[src/rtl/audio_i2s_transmitter_if.sv]
// +--------------------------------------------------------------------------+
// | audio_i2s_transmitter_if : sample handshake and I2S pins of the serializer |
// | Revision 1.0                                                             |
// +--------------------------------------------------------------------------+
`default_nettype none

interface audio_i2s_transmitter_if #(
  parameter int DATA_WIDTH = 16
);
  logic                  Enable;
  logic [DATA_WIDTH-1:0] SampleLeft;
  logic [DATA_WIDTH-1:0] SampleRight;
  logic                  SampleValid;
  logic                  SampleReady;
  logic                  BCLK;
  logic                  LRCLK;
  logic                  SDATA;
  logic                  Underrun;

  modport master (
    output Enable, SampleLeft, SampleRight, SampleValid,
    input  SampleReady, BCLK, LRCLK, SDATA, Underrun
  );

  modport slave (
    input  Enable, SampleLeft, SampleRight, SampleValid,
    output SampleReady, BCLK, LRCLK, SDATA, Underrun
  );
endinterface

`default_nettype wire

[src/rtl/audio_i2s_transmitter.sv]
// +--------------------------------------------------------------------------+
// | audio_i2s_transmitter : double-buffered I2S serializer, BCLK by division |
// | Revision 1.0                                                             |
// +--------------------------------------------------------------------------+
`default_nettype none

module audio_i2s_transmitter #(
  parameter int DATA_WIDTH = 16,
  parameter int BCLK_DIV   = 10
) (
  input  logic                    MasterCLK,
  input  logic                    Reset,
  audio_i2s_transmitter_if.slave  bus
);
  localparam int C_FRAME_BITS = 2 * DATA_WIDTH;
  localparam int C_DIV_W      = $clog2(BCLK_DIV);
  localparam int C_SLOT_W     = $clog2(C_FRAME_BITS);
  localparam logic [C_DIV_W-1:0]  C_DIV_LAST  = C_DIV_W'(BCLK_DIV - 1);
  localparam logic [C_DIV_W-1:0]  C_DIV_HALF  = C_DIV_W'(BCLK_DIV / 2);
  localparam logic [C_DIV_W-1:0]  C_DIV_ONE   = C_DIV_W'(1);
  localparam logic [C_SLOT_W-1:0] C_SLOT_LAST = C_SLOT_W'(C_FRAME_BITS - 1);
  localparam logic [C_SLOT_W-1:0] C_SLOT_ONE  = C_SLOT_W'(1);
  localparam logic [C_SLOT_W-1:0] C_LR_FIRST  = C_SLOT_W'(DATA_WIDTH - 1);
  localparam logic [C_SLOT_W-1:0] C_LR_LAST   = C_SLOT_W'(C_FRAME_BITS - 2);

  typedef enum logic [0:0] {
    ST_IDLE = 1'b0,
    ST_RUN  = 1'b1
  } state_t;

  state_t                  r_state,      w_state_n;
  logic [C_DIV_W-1:0]      r_div,        w_div_n;
  logic [C_SLOT_W-1:0]     r_slot,       w_slot_n;
  logic [C_FRAME_BITS-1:0] r_shift,      w_shift_n;
  logic [C_FRAME_BITS-1:0] r_pend,       w_pend_n;
  logic                    r_pend_empty, w_pend_empty_n;
  logic                    r_bclk,       w_bclk_n;
  logic                    r_lrclk,      w_lrclk_n;
  logic                    r_sdata,      w_sdata_n;
  logic                    r_underrun,   w_underrun_n;
  logic                    w_take;
  logic                    w_wrap;
  logic                    w_frame_start;

  assign w_take = bus.SampleValid && r_pend_empty;

  always_comb begin
    w_state_n      = r_state;
    w_div_n        = r_div;
    w_slot_n       = r_slot;
    w_shift_n      = r_shift;
    w_pend_n       = r_pend;
    w_pend_empty_n = r_pend_empty;
    w_bclk_n       = 1'b0;
    w_lrclk_n      = r_lrclk;
    w_sdata_n      = r_sdata;
    w_underrun_n   = 1'b0;
    w_wrap         = 1'b0;
    w_frame_start  = 1'b0;

    if (!bus.Enable) begin
      w_state_n = ST_IDLE;
      w_div_n   = '0;
      w_slot_n  = '0;
      w_shift_n = '0;
      w_lrclk_n = 1'b0;
      w_sdata_n = 1'b0;
    end else begin
      if (r_state == ST_IDLE) begin
        w_state_n     = ST_RUN;
        w_div_n       = '0;
        w_slot_n      = '0;
        w_frame_start = 1'b1;
      end else if (r_div == C_DIV_LAST) begin
        w_div_n = '0;
        w_wrap  = 1'b1;
        if (r_slot == C_SLOT_LAST) begin
          w_slot_n      = '0;
          w_frame_start = 1'b1;
        end else begin
          w_slot_n = r_slot + C_SLOT_ONE;
        end
      end else begin
        w_div_n = r_div + C_DIV_ONE;
      end

      w_bclk_n = (w_div_n >= C_DIV_HALF);

      // The word is rotated, so after the last slot its MSB holds the old frame's bit 0.
      if (w_wrap || w_frame_start) begin
        w_sdata_n = r_shift[C_FRAME_BITS-1];
        w_lrclk_n = (w_slot_n >= C_LR_FIRST) && (w_slot_n <= C_LR_LAST);
      end

      if (w_frame_start) begin
        w_underrun_n = r_pend_empty;
        w_shift_n    = r_pend_empty ? '0 : r_pend;
        if (!r_pend_empty) begin
          w_pend_empty_n = 1'b1;
        end
      end else if (w_wrap) begin
        w_shift_n = {r_shift[C_FRAME_BITS-2:0], r_shift[C_FRAME_BITS-1]};
      end
    end

    // A frame start with an empty buffer never sees the new pair: it waits a frame.
    if (w_take) begin
      w_pend_n       = {bus.SampleLeft, bus.SampleRight};
      w_pend_empty_n = 1'b0;
    end
  end

  always_ff @(posedge MasterCLK) begin
    if (Reset) begin
      r_state      <= ST_IDLE;
      r_div        <= '0;
      r_slot       <= '0;
      r_shift      <= '0;
      r_pend       <= '0;
      r_pend_empty <= 1'b1;
      r_bclk       <= 1'b0;
      r_lrclk      <= 1'b0;
      r_sdata      <= 1'b0;
      r_underrun   <= 1'b0;
    end else begin
      r_state      <= w_state_n;
      r_div        <= w_div_n;
      r_slot       <= w_slot_n;
      r_shift      <= w_shift_n;
      r_pend       <= w_pend_n;
      r_pend_empty <= w_pend_empty_n;
      r_bclk       <= w_bclk_n;
      r_lrclk      <= w_lrclk_n;
      r_sdata      <= w_sdata_n;
      r_underrun   <= w_underrun_n;
    end
  end

  assign bus.SampleReady = r_pend_empty;
  assign bus.BCLK        = r_bclk;
  assign bus.LRCLK       = r_lrclk;
  assign bus.SDATA       = r_sdata;
  assign bus.Underrun    = r_underrun;
endmodule

`default_nettype wire

[src/flat_wrapper.sv]
// flat-port wrapper written by rule: the top's interface ports become plain ports
module audio_i2s_transmitter_flat 
#(
  parameter int DATA_WIDTH = 16,
  parameter int BCLK_DIV   = 10
)
  (MasterCLK, Reset, bus_Enable, bus_SampleLeft, bus_SampleRight, bus_SampleValid, bus_SampleReady, bus_BCLK, bus_LRCLK, bus_SDATA, bus_Underrun);
  audio_i2s_transmitter_if #(.DATA_WIDTH(DATA_WIDTH)) bus_i ();
  input  logic MasterCLK;
  input  logic Reset;
  input wire logic [$bits(bus_i.Enable)-1:0] bus_Enable;
  input wire logic [$bits(bus_i.SampleLeft)-1:0] bus_SampleLeft;
  input wire logic [$bits(bus_i.SampleRight)-1:0] bus_SampleRight;
  input wire logic [$bits(bus_i.SampleValid)-1:0] bus_SampleValid;
  output wire logic [$bits(bus_i.SampleReady)-1:0] bus_SampleReady;
  output wire logic [$bits(bus_i.BCLK)-1:0] bus_BCLK;
  output wire logic [$bits(bus_i.LRCLK)-1:0] bus_LRCLK;
  output wire logic [$bits(bus_i.SDATA)-1:0] bus_SDATA;
  output wire logic [$bits(bus_i.Underrun)-1:0] bus_Underrun;
  assign bus_i.Enable = bus_Enable;
  assign bus_i.SampleLeft = bus_SampleLeft;
  assign bus_i.SampleRight = bus_SampleRight;
  assign bus_i.SampleValid = bus_SampleValid;
  assign bus_SampleReady = bus_i.SampleReady;
  assign bus_BCLK = bus_i.BCLK;
  assign bus_LRCLK = bus_i.LRCLK;
  assign bus_SDATA = bus_i.SDATA;
  assign bus_Underrun = bus_i.Underrun;
  audio_i2s_transmitter #(.DATA_WIDTH(DATA_WIDTH), .BCLK_DIV(BCLK_DIV)) u_core (.MasterCLK(MasterCLK), .Reset(Reset), .bus(bus_i));
endmodule
[config.mk]
export PLATFORM = sky130hd
export DESIGN_NAME = audio_i2s_transmitter_flat
export DESIGN_NICKNAME = d
export VERILOG_FILES = /design/src/rtl/audio_i2s_transmitter_if.sv /design/src/rtl/audio_i2s_transmitter.sv /design/src/flat_wrapper.sv
export SDC_FILE = /design/constraint.sdc
export NUM_CORES = 1
export LEC_CHECK = 0
export ABC_AREA = 1
export CAP_MARGIN = 20
export CORE_MARGIN = 1.5
export CORE_UTILIZATION = 50
export DETAILED_ROUTE_END_ITERATION = 7
export DONT_BUFFER_PORTS = 1
export GPL_ROUTABILITY_DRIVEN = 0
export PLACE_DENSITY_LB_ADDON = 0.08
export SLEW_MARGIN = 20
export SYNTH_ARGS = -nofsm -noshare
export SYNTH_HDL_FRONTEND = slang
export SYNTH_SLANG_ARGS = --single-unit
[constraint.sdc]
create_clock -name MasterCLK -period 1.5 [get_ports MasterCLK]
set_input_delay 0.075 -clock MasterCLK [delete_from_list [all_inputs] [get_ports MasterCLK]]
set_output_delay 0.075 -clock MasterCLK [all_outputs]
set_load 0.02 [all_outputs]
==> metrics <==
async set-reset flop share out of synthesis=0%; yosys warns=0; slew at the pin with the worst max-slew slack=~0.36 ns; hold violation count in the final report=0; DRT antenna net count=0; Synth Area in Adders=1.52%; syn_area_per_cell=approximately 8 µm²; Hold WS=0.0666 ns; Iter 0 DRT Violations=100; met2 global-route usage=between 30% and 40%; setup ws final=-0.0872 ns; Die Footprint=a little over 7000 µm²; Data arrival, critical path=1.87 ns; synthesized instance count=411; grt met3 use=between 3 and 4%; peak supply drop=~0.00063 V; GRT Total Usage=between 20% and 30%; DRT Pass-1 Iters=6; Setup Skew=around 0.0087 ns; CP max stage cell=dfxtp_2; Post-layout nets=roughly 500; max_cap viols=0; routed vias=between 2000 and 3000; status=finished, violations left; # IOs=41; combinational family with the most area after synthesis=simple AND/OR/NAND/NOR gates; number of enable flip-flop cells after synthesis=0; Row Count=29; kind of critical path=flop to flop; total global routing overflow=0; Power Dens Cells=roughly 1000 nW/µm²; final worst path period need=between 1.5 and 2 ns; cell taking the most area after synthesis=dfxtp_1; Starting Density=a little over half; Power Total=4.33 mW; fmax=roughly 630 MHz; Rel. slew slack=between 70% and 80%; post-DP HPWL=around 4200 µm; Tcrit/Tclk final=106%; CTS H-tree depth=3; count of different cell masters after synthesis=28; count leader, synth=nand2_1; Root Buffer=clkbuf_8; violated checks=negative setup slack; Area Growth Syn to Fin=31.3%; Synthesized Nets=around 450; clock-pin slew on the worst setup and hold paths=around 0.08 ns; area share of the largest cell type after synthesis=~48%; non-filler cells, final=~540; Leak=approximately 1.7 nW; Final Slew Violations=0; Die Y=approximately 84 µm; Port Buffer Count=0; RSZ-0062 raised after global routing=yes; clock sinks=79; vias in the first global route=around 2700; mux cell area share after synthesis=0%; Synth area leaders=dfxtp_1, nand2_1, nor2_1, o21ai_0, a31oi_2; critical path launch point type=flop; Synth Area in Simple Gates=a little over a fifth; Seq/Total Area, Yosys=between 40 and 50%; area of the core=roughly 6300 µm²; CP peak stage delay=between 0.3 and 0.4 ns; DRC errors left=0; layout cells sized above 1=a little under a quarter; Via density=around 5.2; Synth Area in Compound Gates=between 20% and 30%; Avg WL per Cell=about 13 µm; HP Class=input port to flop; Clk Latency, worst-skew pair=around 0.35 ns; gr busiest metal=met2; Synth Register Bits=79; Post-Synth XOR/XNOR Area=less than 1%; Die Wd=around 84 µm; Placed Instances=slightly below 500; Max FO, Critical Path=16; met1 Track Usage GR=roughly a quarter; Antenna Cells=0; CTS buffer count=9; crit path cell chain=ha_4 -> nand2_4 -> nor2_4 -> ha_4 -> nor2_4 -> nor2_4 -> clkbuf_16 -> nand2_1 -> a31oi_2; Synth top cells by count=nand2_1, nor2_1, dfxtp_1, o21ai_0, a31oi_2; global-route wire length before repair=about 12000 µm; Final Setup Violations=34; CTS tree=yes; synthesized cell area=between 3000 and 4000 µm²; clk buf depth=2; Worst EP required=around 1.8 ns; largest net degree at the start of global routing=40; Worst Setup End Kind=flop; most frequent CP cell=nor2_4; ys flop type=dfxtp_1; Total Wirelength=between 7000 and 8000 µm; antenna violations before repair=0
[worst max-delay path: cells and delay by family, from the launching register on]
family,cells,cell delay [ns]
DFF,1,0.36
AOI/OAI and AO/OA,1,0.15
buffers and inverters,1,0.21
adders and majority gates,2,0.31
and+or+nand+nor,5,0.47
[final cells by class]
class | count | area [µm²]
flip-flops and latches | 79 | 1580
clock inverters | 6 | 61.3
inverters | 15 | 61.3
fillers | 515 | 2010
repair buffers | 66 | 688
well taps | 77 | 96.3
multi-input cells | 291 | 1720
clock buffers | 10 | 128
[per-stage QoR]
stage / utilization (%) / TNS (ns) / worst slack (ns) / area [µm²]
after floorplan: - / -0.410 / -0.0210 / 3310
after global placement: 54.8 / -1.02 / -0.0966 / 3480
after detailed placement: 54.8 / -2.02 / -0.101 / 3480
after CTS: 63.3 / -1.42 / -0.0880 / 4020
after global routing: 68.3 / -4.98 / -0.166 / 4340
final: 68.3 / -1.87 / -0.0872 / 4340
[where the power goes]
| group | total (mW) | internal [mW] | switching, mW |
|---|---|---|---|
| combinational | 0.518 | 0.239 | 0.280 |
| clock | 1.53 | 0.763 | 0.768 |
| sequential | 2.28 | 2.20 | 0.0761 |
[worst paths after layout]
path	from	to	slack, ns	depth (start not counted)
min	bus_SampleValid	u_core.r_pend[11]$_SDFFE_PP0P_	0.07	3
min reg2reg	u_core.r_shift[18]$_SDFFE_PP0P_	u_core.r_shift[19]$_SDFFE_PP0P_	0.48	2
max reg2reg	u_core.r_slot[0]$_SDFF_PP0_	u_core.r_shift[29]$_SDFFE_PP0P_	-0.09	9
max	u_core.r_slot[0]$_SDFF_PP0_	u_core.r_shift[29]$_SDFFE_PP0P_	-0.09	9
[flip-flops by register name, summed over array words and instances (netlist names)]
| signal | flops |
|---|---|
| u_core.r_shift | 32 |
| u_core.bus.SDATA | 1 |
| u_core.r_slot | 5 |
| u_core.bus.BCLK | 1 |
| u_core.bus.Underrun | 1 |
| u_core.r_pend | 32 |
| u_core.bus.SampleReady | 1 |
| u_core.bus.LRCLK | 1 |
| u_core.r_state | 1 |
| u_core.r_div | 4 |
[kinds of logic after synthesis]
kind of cell	Yosys count
AO/OA/AOI/OAI	105
XOR/XNOR	2
adder cells (fa/ha/maj)	4
buffers and inverters	41
flip-flops	79
AND/OR/NAND/NOR	180
[per-layer routing]
| metal | share of wire (%) | wire length (µm) |
|---|---|---|
| met4 | 2.0 | 147 |
| met1 | 48 | 3450 |
| met5 | 0 | 0 |
| met2 | 48 | 3440 |
| met3 | 2.1 | 152 |
[cell usage in the layout, fill, tap and decap left out, types with 6 or more instances in the layout]
| cell type | Yosys | layout |
|---|---|---|
| nor2_1 | 81 | 78 |
| dfxtp_1 | 79 | 77 |
| nand2_1 | 84 | 68 |
| o21ai_0 | 59 | 54 |
| dlygate4sd3_1 | 0 | 34 |
| buf_4 | 0 | 21 |
| a31oi_2 | 20 | 15 |
| inv_1 | 13 | 12 |
| o21ai_1 | 10 | 11 |
| nand2_4 | 0 | 10 |
| a31oi_1 | 11 | 10 |
| clkbuf_8 | 0 | 9 |
| nand2_2 | 1 | 7 |
| nor2_4 | 3 | 6 |
| a31oi_4 | 0 | 6 |
[repair_timing]
| action | in CTS | in global routing |
|---|---|---|
| endpoints found under the hold margin | 34 | 0 |
| hold buffers | 34 | 0 |
| setup buffers | 0 | 4 |
| gates resized for setup | 5 | 58 |
| endpoints found under the setup margin | 34 | 42 |
| cloned | 0 | 2 |
| pin swaps | 1 | 9 |
(Power assumes the default switching activity.)
